**config.mk**
```make
export PLATFORM = sky130hd
export DESIGN_NAME = fifo_uart_tx
export DESIGN_NICKNAME = d
export VERILOG_FILES = /design/src/rtl/fifo_uart_tx.sv
export SDC_FILE = /design/constraint.sdc
export NUM_CORES = 1
export LEC_CHECK = 0
export CORE_MARGIN = 1.5
export CORE_UTILIZATION = 25
export DETAILED_ROUTE_END_ITERATION = 16
export DONT_BUFFER_PORTS = 1
export GPL_ROUTABILITY_DRIVEN = 0
export SETUP_SLACK_MARGIN = 0.4
export SKIP_LAST_GASP = 1
export SLEW_MARGIN = 20
export SYNTH_ARGS = -nofsm -noshare
export SYNTH_HDL_FRONTEND = slang
export SYNTH_SLANG_ARGS = --single-unit
```
**constraint.sdc**
```tcl
create_clock -name clk -period 3.91 [get_ports clk]
set_input_delay 0.391 -clock clk [delete_from_list [all_inputs] [get_ports clk]]
set_output_delay 0.391 -clock clk [all_outputs]
set_load 0.02 [all_outputs]
```
**src/rtl/fifo_uart_tx.sv**
```systemverilog
// fifo_uart_tx
//   Drains an 8-bit byte FIFO onto an 8N1 asynchronous serial line.
//   One byte is popped at a time. The FIFO has a registered read, so the byte
//   arrives the cycle after the pop strobe. The byte is then sent as one start
//   bit (0), eight data bits LSB first and one stop bit (1). Each bit lasts
//   CLKS_PER_BIT clocks.
//
// Ports
//   clk              system clock, rising edge
//   reset            asynchronous reset, active low (0 = in reset)
//   enable           1 = may start new frames; sampled only when a pop is decided
//   fifo_empty       upstream FIFO has no data
//   fifo_read_enable one-cycle pop strobe to the FIFO
//   fifo_data        FIFO read data, valid the cycle after fifo_read_enable
//   tx               serial line, idle high
//   busy             high from the cycle after the pop through the last stop-bit cycle
//   frames_sent      count of completed frames, wraps 16'hFFFF -> 0
module fifo_uart_tx #(
    parameter int CLKS_PER_BIT = 16,
    parameter int DATA_WIDTH   = 8
) (
    input  logic                  clk,
    input  logic                  reset,
    input  logic                  enable,
    input  logic                  fifo_empty,
    output logic                  fifo_read_enable,
    input  logic [DATA_WIDTH-1:0] fifo_data,
    output logic                  tx,
    output logic                  busy,
    output logic [15:0]           frames_sent
);

    localparam int              CNT_W    = (CLKS_PER_BIT > 2) ? $clog2(CLKS_PER_BIT) : 1;
    localparam logic [CNT_W-1:0] CNT_LAST = CNT_W'(CLKS_PER_BIT - 1);

    if (DATA_WIDTH != 8) begin : g_bad_width
        $error("fifo_uart_tx: the frame carries exactly 8 data bits, DATA_WIDTH must be 8");
    end
    if (CLKS_PER_BIT < 2) begin : g_bad_div
        $error("fifo_uart_tx: CLKS_PER_BIT must be at least 2");
    end

    typedef enum logic [2:0] {
        S_IDLE  = 3'd0,
        S_FETCH = 3'd1,
        S_START = 3'd2,
        S_DATA  = 3'd3,
        S_STOP  = 3'd4
    } state_t;

    state_t           state, state_nxt;
    logic [CNT_W-1:0] cnt, cnt_nxt;
    logic [2:0]       bit_idx, bit_idx_nxt;
    logic [7:0]       shift, shift_nxt;
    logic [15:0]      frames_nxt;
    logic             tx_nxt, busy_nxt, rd_nxt;
    logic             bit_done;

    assign bit_done = (cnt == CNT_LAST);

    // State and registered outputs
    always_ff @(posedge clk or negedge reset) begin
        if (!reset) begin
            state            <= S_IDLE;
            cnt              <= '0;
            bit_idx          <= '0;
            shift            <= '0;
            frames_sent      <= '0;
            tx               <= 1'b1;
            busy             <= 1'b0;
            fifo_read_enable <= 1'b0;
        end else begin
            state            <= state_nxt;
            cnt              <= cnt_nxt;
            bit_idx          <= bit_idx_nxt;
            shift            <= shift_nxt;
            frames_sent      <= frames_nxt;
            tx               <= tx_nxt;
            busy             <= busy_nxt;
            fifo_read_enable <= rd_nxt;
        end
    end

    // Next-state logic. The IDLE cycle that carries the pop strobe moves to FETCH,
    // and FETCH captures the byte that the FIFO presents in that cycle.
    always_comb begin
        state_nxt   = state;
        cnt_nxt     = cnt;
        bit_idx_nxt = bit_idx;
        shift_nxt   = shift;
        frames_nxt  = frames_sent;
        case (state)
            S_IDLE: begin
                cnt_nxt = '0;
                if (fifo_read_enable) state_nxt = S_FETCH;
            end
            S_FETCH: begin
                shift_nxt   = fifo_data[7:0];
                cnt_nxt     = '0;
                bit_idx_nxt = '0;
                state_nxt   = S_START;
            end
            S_START: begin
                if (bit_done) begin
                    cnt_nxt     = '0;
                    bit_idx_nxt = '0;
                    state_nxt   = S_DATA;
                end else begin
                    cnt_nxt = cnt + 1'b1;
                end
            end
            S_DATA: begin
                if (bit_done) begin
                    cnt_nxt   = '0;
                    shift_nxt = {1'b0, shift[7:1]};
                    if (bit_idx == 3'd7) begin
                        state_nxt = S_STOP;
                    end else begin
                        bit_idx_nxt = bit_idx + 3'd1;
                    end
                end else begin
                    cnt_nxt = cnt + 1'b1;
                end
            end
            S_STOP: begin
                if (bit_done) begin
                    cnt_nxt    = '0;
                    frames_nxt = frames_sent + 16'd1;
                    state_nxt  = S_IDLE;
                end else begin
                    cnt_nxt = cnt + 1'b1;
                end
            end
            default: begin
                cnt_nxt   = '0;
                state_nxt = S_IDLE;
            end
        endcase
    end

    // Output logic. The outputs are registered from the next state, so every
    // output lines up with the state it belongs to and tx has no glitches.
    // The pop is decided on the edge that enters IDLE (or stays in IDLE). This
    // puts the strobe in the first IDLE cycle after a stop bit. The strobe blocks
    // itself for one cycle, so two pops never fall on consecutive cycles.
    always_comb begin
        busy_nxt = (state_nxt != S_IDLE);
        rd_nxt   = (state_nxt == S_IDLE) && !fifo_read_enable && enable && !fifo_empty;
        case (state_nxt)
            S_START: tx_nxt = 1'b0;
            S_DATA:  tx_nxt = shift_nxt[0];
            default: tx_nxt = 1'b1;
        endcase
    end

endmodule
```
==> reports/metrics.json, run 1 <==
{
  "synth_commonest_cells": {"value": "sky130_fd_sc_hd__dfrtp_1, sky130_fd_sc_hd__o22ai_1, sky130_fd_sc_hd__a21oi_1, sky130_fd_sc_hd__nor2_1, sky130_fd_sc_hd__nand2_1"},
  "finalNetCount": {"value": 179},
  "synth.cell_area": {"value": 0.00174, "unit": "sq mm"},
  "worst_hold_path_type": {"value": "primary input to flip-flop"},
  "clkPwrFrac": {"value": 32.7, "unit": "%"},
  "vias_per_cell": {"value": 4.97},
  "max_freq": {"value": 0.497, "unit": "GHz"},
  "totalNegativeSetupSlack": {"value": 0, "unit": "ns"},
  "detailed_route_via_count": {"value": 1213},
  "clock_tree.root_cell": {"value": "sky130_fd_sc_hd__clkbuf_8"},
  "grt_start_max_net_pins": {"value": 38},
  "antenna_left": {"value": 0},
  "timing.critical_path.fanout_max": {"value": 18},
  "arrival": {"value": 2.23, "unit": "ns"},
  "cell_type_of_the_slowest_stage_on_the_worst_timing_path": {"value": "sky130_fd_sc_hd__and3_1"},
  "synth-seq-area-share": {"value": 53.3, "unit": "%"},
  "synth_warnings": {"value": 0},
  "post_synth.cell_area_avg": {"value": 10.8, "unit": "sq um"},
  "worstSetupStartpoint": {"value": "cnt[0]"},
  "fraction_of_registers_with_async_set_or_reset_after_synthesis": {"value": 100, "unit": "%"},
  "worst_ir_drop_vdd": {"value": 0.000168, "unit": "V"},
  "hold_path.startpoint": {"value": "fifo_empty"},
  "critical_path.n_buffers_inverters": {"value": 0},
  "maxSlewHeadroom": {"value": 60.6, "unit": "%"},
  "fin_util": {"value": 28.9, "unit": "%"},
  "final_hold_viol_count": {"value": 0},
  "io_pins": {"value": 31},
  "worst_pin_slew": {"value": 0.590, "unit": "ns"},
  "synth_largest_type_area_fraction": {"value": 51.8, "unit": "%"},
  "postCtsSetupBuffers": {"value": 0},
  "path_cells": {"value": "ha_1 > and3_1 > nand4_1 > nor3_2 > xor2_1"},
  "cts.reportedPaths.clkPinSlew": {"value": 0.08, "unit": "ns"},
  "wire_per_inst": {"value": 14.6, "unit": "um"},
  "final.setup_skew": {"value": 0.00878, "unit": "ns"},
  "h-tree-depth": {"value": 2},
  "holdPathStages": {"value": 1},
  "internal_power": {"value": 0.762, "unit": "mW"},
  "report.final.slew_viol_count": {"value": 0},
  "final_critical_path_required_period": {"value": 2.01, "unit": "ns"},
  "hpwlAfterDp": {"value": 2500, "unit": "um"},
  "yosysTopAreaCell": {"value": "sky130_fd_sc_hd__dfrtp_1"},
  "max_cap_viol_count": {"value": 0},
  "status": {"value": "finished clean"},
  "die_area": {"value": 0.00747, "unit": "sq mm"},
  "worst_skew_pair.late_latency": {"value": 0.29, "unit": "ns"},
  "routed_wl": {"value": 3550, "unit": "um"},
  "swShare": {"value": 29.3, "unit": "%"},
  "cp.required": {"value": 4.13, "unit": "ns"},
  "power_switching": {"value": 0.316, "unit": "mW"},
  "cpLargestDelayFamily": {"value": "simple AND/OR/NAND/NOR gates"},
  "grtUsageTotal": {"value": 10.3, "unit": "%"},
  "drt_pass1_iterations": {"value": 4},
  "synth.ff_latch_count": {"value": 37},
  "drt_drc_violations_left": {"value": 0},
  "yosys.cell_count.top_type": {"value": "sky130_fd_sc_hd__dfrtp_1"},
  "synth_fp_nets": {"value": 177},
  "fin_area": {"value": 0.00195, "unit": "sq mm"},
  "post_synth_num_cell_types": {"value": 34},
  "critical_path_cell_count": {"value": 5},
  "first_global_vias": {"value": 1207},
  "cts_tree": {"value": "yes"},
  "numPortBuffers": {"value": 0},
  "final-setup-viol-count": {"value": 0},
  "setup.worst_path.end_class": {"value": "flip-flop"},
  "placement_cell_area": {"value": 0.00180, "unit": "sq mm"},
  "syn_inst": {"value": 161},
  "synth_edf_count": {"value": 0},
  "antenna_violations_before_repair": {"value": 0},
  "grt_pass1_wl": {"value": 5930, "unit": "um"},
  "diodes": {"value": 0},
  "floorplan.initialDensity": {"value": 25.8, "unit": "%"},
  "main_synth_ff_type": {"value": "sky130_fd_sc_hd__dfrtp_1"},
  "timing.critical_path.slowest_cell_delay": {"value": 0.57, "unit": "ns"},
  "worst_reg2reg_path_length_in_cells": {"value": 5},
  "drt_iter0_drc": {"value": 61},
  "path_class": {"value": "flip-flop to flip-flop"},
  "crit_path_start_kind": {"value": "flip-flop"},
  "die_w": {"value": 86.4, "unit": "um"},
  "comb_power_share": {"value": 19.1, "unit": "%"},
  "timing.rr.start": {"value": "cnt[0]"},
  "syn2layout_area_growth": {"value": 12.1, "unit": "%"},
  "layout-drive-gt1-share": {"value": 11.0, "unit": "%"},
  "synth_top_cells_by_area": {"value": "sky130_fd_sc_hd__dfrtp_1, sky130_fd_sc_hd__o22ai_1, sky130_fd_sc_hd__xnor2_1"},
  "pwr-share-seq": {"value": 48.1, "unit": "%"},
  "placeableCoreArea": {"value": 0.00676, "unit": "sq mm"},
  "power_leakage": {"value": 0.886, "unit": "nW"},
  "dieHeight": {"value": 86.4, "unit": "um"},
  "overflow": {"value": 0},
  "max-clock-path-buffers": {"value": 2},
  "numClockSinks": {"value": 37},
  "std_cell_rows": {"value": 30},
  "grt_setup_unrepaired": {"value": "no"},
  "tritoncts.num_buffers": {"value": 5},
  "power.density": {"value": 552, "unit": "mW/mm^2"},
  "period_share": {"value": 51.4, "unit": "%"}
}
worst register-to-register path, delay by kind of cell (launching register included):
kind,cells,cell delay (ns)
simple gates,3,1.15
fa+ha+maj,1,0.25
xor+xnor,1,0.15
flops,1,0.39
per-stage QoR:
step	hold WS (ns)	power, mW	setup WS, ns	cells
floorplan	0.0954	0.695	2.38	161
global placement	0.0960	0.718	1.98	234
detailed placement	0.0962	0.724	1.90	234
CTS	0.146	1.09	1.89	244
global route	0.146	1.15	1.71	244
finish	0.156	1.08	1.90	244
cell families (layout without fill, tap and decap cells):
group / after synthesis / count (layout) / share of synthesized area [%]
AND/OR/NAND/NOR: 51 / 51 / 17.3
flip-flops: 37 / 37 / 53.3
XOR/XNOR: 16 / 16 / 8.05
buffers and inverters: 13 / 16 / 3.52
adder cells (fa/ha/maj): 4 / 4 / 2.88
AO/OA/AOI/OAI: 38 / 38 / 13.7
multiplexers: 2 / 2 / 1.29
power by group through the flow:
stage | Sequential, mW | Combinational, mW | Clock (mW)
2_1_floorplan | 0.500 | 0.195 | 0
3_3_place_gp | 0.523 | 0.196 | 0
3_5_place_dp | 0.524 | 0.200 | 0
4_1_cts | 0.518 | 0.210 | 0.364
5_1_grt | 0.529 | 0.239 | 0.381
6_report | 0.519 | 0.206 | 0.353
routing by layer:
metal  wire length (um)  share of wire (%)  vias up  global-route usage, %
met5                  0                  0        -                      0
met4                 55                1.5        0                   4.99
met3                226                6.4        7                   3.71
met2               1660                 47       29                   15.5
met1               1610                 45      589                   13.2
li1                   -                  -      588                      -
cells in the final DEF (no fill, tap or decap), types with 2 or more instances in the layout:
cell,count
sky130_fd_sc_hd__clkbuf_8,6
sky130_fd_sc_hd__a31oi_1,2
sky130_fd_sc_hd__o21ai_0,5
sky130_fd_sc_hd__nand2_1,9
sky130_fd_sc_hd__a21oi_1,10
sky130_fd_sc_hd__inv_1,6
sky130_fd_sc_hd__a22o_1,3
sky130_fd_sc_hd__and3_1,7
sky130_fd_sc_hd__xnor2_1,8
sky130_fd_sc_hd__xor2_1,8
sky130_fd_sc_hd__dfrtp_1,36
sky130_fd_sc_hd__nand3_1,6
sky130_fd_sc_hd__nor3_2,4
sky130_fd_sc_hd__ha_1,4
sky130_fd_sc_hd__mux2_2,2
sky130_fd_sc_hd__o22ai_1,13
sky130_fd_sc_hd__nor2_1,10
sky130_fd_sc_hd__nand4_1,6
sky130_fd_sc_hd__nor3_1,2
path summary, 6_finish.rpt:
check / to / slack [ns]
max in group asynchronous: tx / 3.11
hold / removal: fifo_read_enable / 0.16
setup / recovery: frames_sent[15] / 1.90
min in group asynchronous: frames_sent[14] / 0.54
setup reg to reg: frames_sent[15] / 1.90
hold reg to reg: cnt[0] / 0.50
repair_timing:
action                                 in CTS  in global routing
gates resized for setup                     0                  0
endpoints found under the hold margin      37                  0
hold buffers                                2                  0
area by class of cell:
class / instances / area [sq um]
Inverter: 6 / 22.5
Tap cell: 80 / 100
Clock buffer: 6 / 82.6
Sequential cell: 37 / 927
Multi-Input combinational cell: 111 / 752
Clock inverter: 2 / 37.5
Fill cell: 696 / 4800
Timing Repair Buffer: 2 / 30.0
registers in the layout (all words and copies together) (netlist names):
register          cells
frames_sent          16
shift                 8
cnt                   4
bit_idx               3
state                 3
busy                  1
fifo_read_enable      1
tx                    1
Power figures use the tool's default switching activity.
==> run 2: changes to the inputs <==
clock period = 1.73 ns   (was 3.91 ns; I/O delays follow)
==> run 2 against run 1 <==
  * First-iteration DRC count increased by 3.3%
  * Clock skew is 0.0020 ns higher
  * Register-to-register slack lost 1.6 ns
  * Highest routed layer unchanged
  * Utilization is 9.2 points higher
  * Hold slack got worse by 0.12 ns
  * Worst setup slack worse by 1.6 ns
  * Non-clock buffer count is 37 higher
  * Combinational power grew to 5.0 times the previous value
==> reports/metrics.json, run 2 (synthesized netlist as in run 1, its figures left out) <==
{
  "tritoncts.num_buffers": {"value": 5},
  "worst_hold_path_type": {"value": "primary input to flip-flop"},
  "antenna_left": {"value": 0},
  "path_cells": {"value": "ha_4 > and3_4 > buf_4 > buf_4 > o21ai_1 > a32o_1"},
  "fill_cells": {"value": 635},
  "final.setup_skew": {"value": 0.0108, "unit": "ns"},
  "timing.critical_path.slowest_cell_delay": {"value": 0.40, "unit": "ns"},
  "finalNetCount": {"value": 217},
  "arrival": {"value": 1.62, "unit": "ns"},
  "report.final.slew_viol_count": {"value": 0},
  "setup.worst_path.end_class": {"value": "flip-flop"},
  "dieHeight": {"value": 86.4, "unit": "um"},
  "die_area": {"value": 0.00747, "unit": "sq mm"},
  "numClockSinks": {"value": 37},
  "first_global_vias": {"value": 1342},
  "h-tree-depth": {"value": 2},
  "diodes": {"value": 0},
  "power.density": {"value": 1110, "unit": "mW/mm^2"},
  "max_cap_viol_count": {"value": 0},
  "worst_pin_slew": {"value": 0.339, "unit": "ns"},
  "grt_start_max_net_pins": {"value": 38},
  "cpLargestDelayFamily": {"value": "flip-flops"},
  "path_class": {"value": "flip-flop to flip-flop"},
  "die_w": {"value": 86.4, "unit": "um"},
  "clock_tree.root_cell": {"value": "sky130_fd_sc_hd__clkbuf_8"},
  "overflow": {"value": 0},
  "worst_skew_pair.late_latency": {"value": 0.30, "unit": "ns"},
  "drt_drc_violations_left": {"value": 0},
  "fin_area": {"value": 0.00257, "unit": "sq mm"},
  "grt_pass1_wl": {"value": 6680, "unit": "um"},
  "io_pins": {"value": 31},
  "placement_cell_area": {"value": 0.00190, "unit": "sq mm"},
  "maxSlewHeadroom": {"value": 77.4, "unit": "%"},
  "placeableCoreArea": {"value": 0.00676, "unit": "sq mm"},
  "grt_setup_unrepaired": {"value": "yes"},
  "cp.required": {"value": 1.92, "unit": "ns"},
  "registers.top_by_ff_count": {"value": "frames_sent"},
  "critical_path.n_buffers_inverters": {"value": 2},
  "std_cell_rows": {"value": 30},
  "mostFrequentLayoutCell": {"value": "sky130_fd_sc_hd__dfrtp_1"},
  "timing.critical_path.fanout_max": {"value": 7},
  "final_critical_path_required_period": {"value": 1.44, "unit": "ns"},
  "crit_path_start_kind": {"value": "flip-flop"},
  "worst_ir_drop_vdd": {"value": 0.000343, "unit": "V"},
  "antenna_violations_before_repair": {"value": 0},
  "detailed_route_via_count": {"value": 1424},
  "grtUsageTotal": {"value": 11.7, "unit": "%"},
  "totalNegativeSetupSlack": {"value": 0, "unit": "ns"},
  "final-setup-viol-count": {"value": 0},
  "period_share": {"value": 83.0, "unit": "%"},
  "vias_per_cell": {"value": 5.05},
  "path_common_cell": {"value": "sky130_fd_sc_hd__buf_4"},
  "reg_top3": {"value": "frames_sent x16, shift x8, cnt x4"},
  "cell_type_of_the_slowest_stage_on_the_worst_timing_path": {"value": "sky130_fd_sc_hd__dfrtp_1"},
  "drt_iter0_drc": {"value": 63},
  "cts.reportedPaths.clkPinSlew": {"value": 0.08, "unit": "ns"},
  "max-clock-path-buffers": {"value": 2},
  "floorplan.initialDensity": {"value": 25.8, "unit": "%"},
  "status": {"value": "finished clean"},
  "cts_tree": {"value": "yes"},
  "finalHoldWorstSlack": {"value": 0.0359, "unit": "ns"},
  "layout-drive-gt1-share": {"value": 51.5, "unit": "%"},
  "wire_per_inst": {"value": 16.2, "unit": "um"},
  "syn2layout_area_growth": {"value": 47.7, "unit": "%"},
  "hpwlAfterDp": {"value": 2470, "unit": "um"},
  "largest_register_ff_count": {"value": 16},
  "max_freq": {"value": 0.696, "unit": "GHz"},
  "drt_pass1_iterations": {"value": 4},
  "final_hold_viol_count": {"value": 0},
  "numPortBuffers": {"value": 0},
  "power_leakage": {"value": 1.12, "unit": "nW"},
  "mostFrequentLayoutCells": {"value": "sky130_fd_sc_hd__dfrtp_1, sky130_fd_sc_hd__buf_4, sky130_fd_sc_hd__o22ai_2"},
  "routed_wl": {"value": 4570, "unit": "um"}
}
## run 2: changes by cell type in the layout (fill, tap and decap cells not counted), moves of 4 or more
cell / previous run / this run
sky130_fd_sc_hd__nor2_1: 10 / 6
sky130_fd_sc_hd__buf_4: 0 / 28
sky130_fd_sc_hd__ha_1: 4 / 0
sky130_fd_sc_hd__a21oi_1: 10 / 6
sky130_fd_sc_hd__o22ai_2: 0 / 12
sky130_fd_sc_hd__dfrtp_1: 36 / 30
sky130_fd_sc_hd__buf_6: 0 / 7
sky130_fd_sc_hd__o22ai_1: 13 / 0
sky130_fd_sc_hd__o21ai_0: 5 / 1
sky130_fd_sc_hd__dfrtp_2: 0 / 6
## run 2: worst register-to-register path, cell delays in order, from the launching register on
cell	delay, ns
sky130_fd_sc_hd__dfrtp_1	0.40
sky130_fd_sc_hd__ha_4	0.18
sky130_fd_sc_hd__and3_4	0.25
sky130_fd_sc_hd__buf_4	0.12
sky130_fd_sc_hd__buf_4	0.11
sky130_fd_sc_hd__o21ai_1	0.07
sky130_fd_sc_hd__a32o_1	0.21
## run 2: final timing paths
| check | start | endpoint | slack (ns) | cells past startpoint |
|---|---|---|---|---|
| min in group asynchronous | reset | fifo_read_enable | 0.32 | 2 |
| max in group asynchronous | reset | tx | 1.15 | 2 |
| hold reg to reg | bit_idx[1] | bit_idx[1] | 0.52 | 1 |
| setup reg to reg | cnt[1] | shift[7] | 0.29 | 6 |
| hold / removal | enable | fifo_read_enable | 0.04 | 1 |
| setup / recovery | cnt[1] | shift[7] | 0.29 | 6 |
## run 2: report_power, final
group | switching (mW) | internal (mW)
Combinational | 0.435 | 0.584
Sequential | 0.199 | 1.02
Clock | 0.331 | 0.278
Total | 0.964 | 1.88
## run 2: metrics by stage
| step | power (mW) | cells | worst slack (ns) | util [%] |
|---|---|---|---|---|
| after global placement | 1.66 | 242 | 0.0470 | 28.1 |
| after CTS | 2.57 | 269 | 0.314 | 34.0 |
| after floorplan | 1.63 | 161 | 0.294 | - |
| after global routing | 3.00 | 282 | 0.235 | 38.1 |
| final | 2.85 | 282 | 0.293 | 38.1 |
| after detailed placement | 1.68 | 242 | 0.0427 | 28.1 |
## run 2: layer usage
layer,part of all wire (%),track usage [%],vias to the layer above
li1,-,-,670
met1,41,14.7,719
met2,53,18.2,27
met3,4.4,4.38,8
met4,1.6,4.40,0
met5,0,0,-
## run 2: what timing repair did
action	4_1_cts	5_1_grt
cloned	1	0
resized for setup	38	31
endpoints found under the hold margin	38	0
hold buffers	3	0
endpoints found under the setup margin	32	35
buffers inserted	15	13
pin swaps	19	13
## run 2: area by class of cell
cell class | instances | area [sq um] | area share, %
multi-input cells | 112 | 1070 | 41.8
flip-flops and latches | 37 | 935 | 36.4
repair buffers | 39 | 349 | 13.6
well taps | 80 | 100 | 3.89
clock buffers | 5 | 68.8 | 2.68
inverters | 6 | 26.3 | 1.02
clock inverters | 3 | 17.5 | 0.681
==> run 3: changes to the inputs <==
clock period = 1.4 ns   (was 1.73 ns; I/O delays follow)
==> run 3 against run 2 <==
  * The flow now finishes with violations (negative hold slack, negative setup slack)
  * Global-route usage is 0.22 points higher
  * Critical path depth did not move
  * Die area unchanged
  * Sequential power up 20%
  * First-iteration DRC count grew 46%
  * Via count up 0.98%
  * Flip-flop and latch count unchanged
  * Combinational power is 21% higher
  * Cell count rose by 5.0%
  * Wire length shrank 5.9%
  * Utilization up 3.3 points
==> reports/metrics.json, run 3 (synthesized netlist as in run 1, its figures left out) <==
{
  "placeableCoreArea": {"value": 0.00676, "unit": "sq mm"},
  "worst_pin_slew": {"value": 0.302, "unit": "ns"},
  "first_global_vias": {"value": 1475},
  "drt_iter0_drc": {"value": 92},
  "drt_drc_violations_left": {"value": 0},
  "die_area": {"value": 0.00747, "unit": "sq mm"},
  "detailed_route_via_count": {"value": 1438},
  "vias_per_cell": {"value": 4.86},
  "clkPwrFrac": {"value": 26.6, "unit": "%"},
  "finalNetCount": {"value": 231},
  "cp.required": {"value": 1.61, "unit": "ns"},
  "antenna_left": {"value": 0},
  "wire_per_inst": {"value": 14.5, "unit": "um"},
  "worst_ir_drop_vdd": {"value": 0.000528, "unit": "V"},
  "final_hold_viol_count": {"value": 37},
  "max_cap_viol_count": {"value": 0},
  "largest_register_ff_count": {"value": 16},
  "worst_reg2reg_path_length_in_cells": {"value": 6},
  "layout-drive-gt1-share": {"value": 57.4, "unit": "%"},
  "max-clock-path-buffers": {"value": 2},
  "maxSlewHeadroom": {"value": 79.8, "unit": "%"},
  "pwr-share-seq": {"value": 39.9, "unit": "%"},
  "grt_pass1_wl": {"value": 6930, "unit": "um"},
  "io_pins": {"value": 31},
  "path_class": {"value": "flip-flop to flip-flop"},
  "h-tree-depth": {"value": 2},
  "power_leakage": {"value": 1.28, "unit": "nW"},
  "reg_top3": {"value": "frames_sent x16, shift x8, cnt x4"},
  "mostFrequentLayoutCells": {"value": "sky130_fd_sc_hd__dfrtp_1, sky130_fd_sc_hd__buf_4, sky130_fd_sc_hd__buf_6"},
  "power_switching": {"value": 1.13, "unit": "mW"},
  "final.setup_skew": {"value": 0.0112, "unit": "ns"},
  "routed_wl": {"value": 4300, "unit": "um"},
  "final-setup-viol-count": {"value": 13},
  "comb_power_share": {"value": 33.5, "unit": "%"},
  "timing.critical_path.fanout_max": {"value": 6},
  "max_freq": {"value": 0.665, "unit": "GHz"},
  "critical_path.n_buffers_inverters": {"value": 1},
  "period_share": {"value": 107, "unit": "%"},
  "numClockSinks": {"value": 37},
  "cell_type_of_the_slowest_stage_on_the_worst_timing_path": {"value": "sky130_fd_sc_hd__dfrtp_1"},
  "registers.top_by_ff_count": {"value": "frames_sent"},
  "grt_setup_unrepaired": {"value": "yes"},
  "report.final.slew_viol_count": {"value": 0},
  "finalHoldWorstSlack": {"value": -0.467, "unit": "ns"},
  "fill_cells": {"value": 618},
  "power.density": {"value": 1320, "unit": "mW/mm^2"},
  "internal_power": {"value": 2.55, "unit": "mW"},
  "numPortBuffers": {"value": 0},
  "final_critical_path_required_period": {"value": 1.50, "unit": "ns"},
  "grt_start_max_net_pins": {"value": 38},
  "swShare": {"value": 30.8, "unit": "%"},
  "cpLargestDelayFamily": {"value": "compound AO/OA/AOI/OAI gates"},
  "finish.cell_count_without_fillers": {"value": 296},
  "die_w": {"value": 86.4, "unit": "um"},
  "drt_pass1_iterations": {"value": 4},
  "inst_count_dp": {"value": 269},
  "setup.worst_path.end_class": {"value": "flip-flop"},
  "cts_tree": {"value": "yes"},
  "grtUsageTotal": {"value": 11.9, "unit": "%"},
  "status": {"value": "finished with violations"},
  "mostFrequentLayoutCell": {"value": "sky130_fd_sc_hd__dfrtp_1"},
  "clock_tree.root_cell": {"value": "sky130_fd_sc_hd__clkbuf_8"},
  "dieHeight": {"value": 86.4, "unit": "um"},
  "finalWorstSetupSlack": {"value": -0.103, "unit": "ns"},
  "violations": {"value": "negative hold slack, negative setup slack"},
  "hpwlAfterDp": {"value": 2750, "unit": "um"},
  "syn2layout_area_growth": {"value": 60.5, "unit": "%"},
  "diodes": {"value": 0},
  "worst_skew_pair.late_latency": {"value": 0.29, "unit": "ns"},
  "path_cells": {"value": "ha_4 > and3_4 > buf_12 > a31oi_4 > o21bai_2 > o21ai_1"},
  "cts.reportedPaths.clkPinSlew": {"value": 0.08, "unit": "ns"},
  "detailedPlace.worstSlack": {"value": -0.205, "unit": "ns"},
  "overflow": {"value": 0},
  "std_cell_rows": {"value": 30},
  "arrival": {"value": 1.71, "unit": "ns"},
  "crit_path_start_kind": {"value": "flip-flop"},
  "tritoncts.num_buffers": {"value": 5},
  "timing.critical_path.slowest_cell_delay": {"value": 0.42, "unit": "ns"},
  "critical_path_cell_count": {"value": 6},
  "antenna_violations_before_repair": {"value": 0},
  "worst_hold_path_type": {"value": "primary input to async pin"},
  "floorplan.initialDensity": {"value": 25.8, "unit": "%"}
}
run 3: power groups by stage:
stage                     clock [mW]  combinational [mW]  sequential [mW]
final                          0.977                1.23             1.47
after global routing            1.04                1.34             1.50
after CTS                       1.01                1.06             1.45
after detailed placement           0               0.814             1.46
after global placement             0               0.793             1.45
after floorplan                    0               0.603             1.41
run 3: path summary, 6_finish.rpt:
path | start | slack (ns) | to
min in group clk | fifo_data[1] | 0 | shift[1]
min reg2reg | bit_idx[1] | 0.51 | bit_idx[1]
min | reset | -0.47 | cnt[3]
max | cnt[0] | -0.10 | tx
max reg2reg | cnt[0] | -0.10 | tx
max in group asynchronous | reset | 1.68 | tx
run 3: routing by layer:
| metal | up-vias | part of all wire (%) | routed length (um) | global-route usage [%] |
|---|---|---|---|---|
| met3 | 6 | 4.3 | 186 | 3.90 |
| li1 | 692 | - | - | - |
| met2 | 31 | 51 | 2170 | 19.3 |
| met5 | - | 0 | 0 | 0 |
| met1 | 709 | 44 | 1890 | 14.9 |
| met4 | 0 | 1.1 | 48 | 3.96 |
run 3: timing repair:
item | in CTS | in global routing
pin swaps | 29 | 25
endpoints found under the setup margin | 46 | 50
hold buffers | 1 | 1
hold endpoints to repair | 38 | 38
cloned | 0 | 0
resized for setup | 47 | 34
buffers inserted | 12 | 5
run 3: area by class of cell:
cell class                      instances  area (sq um)  share of cell area (%)
Tap cell                               80           100                    3.58
Multi-Input combinational cell        111          1100                    39.3
Clock buffer                            6          82.6                    2.96
Sequential cell                        37           933                    33.4
Clock inverter                          2          37.5                    1.34
Inverter                                6          25.0                   0.896
Timing Repair Buffer                   54           518                    18.5
run 3: metrics by stage:
step | TNS [ns] | cell area [sq um] | utilization (%) | power, mW
3_5_place_dp | -1.16 | 2150 | 31.9 | 2.27
2_1_floorplan | -0.245 | 1840 | - | 2.01
5_1_grt | -1.76 | 2790 | 41.4 | 3.88
3_3_place_gp | -0.595 | 2150 | 31.9 | 2.24
6_report | -0.364 | 2790 | 41.4 | 3.68
4_1_cts | -0.260 | 2590 | 38.3 | 3.52
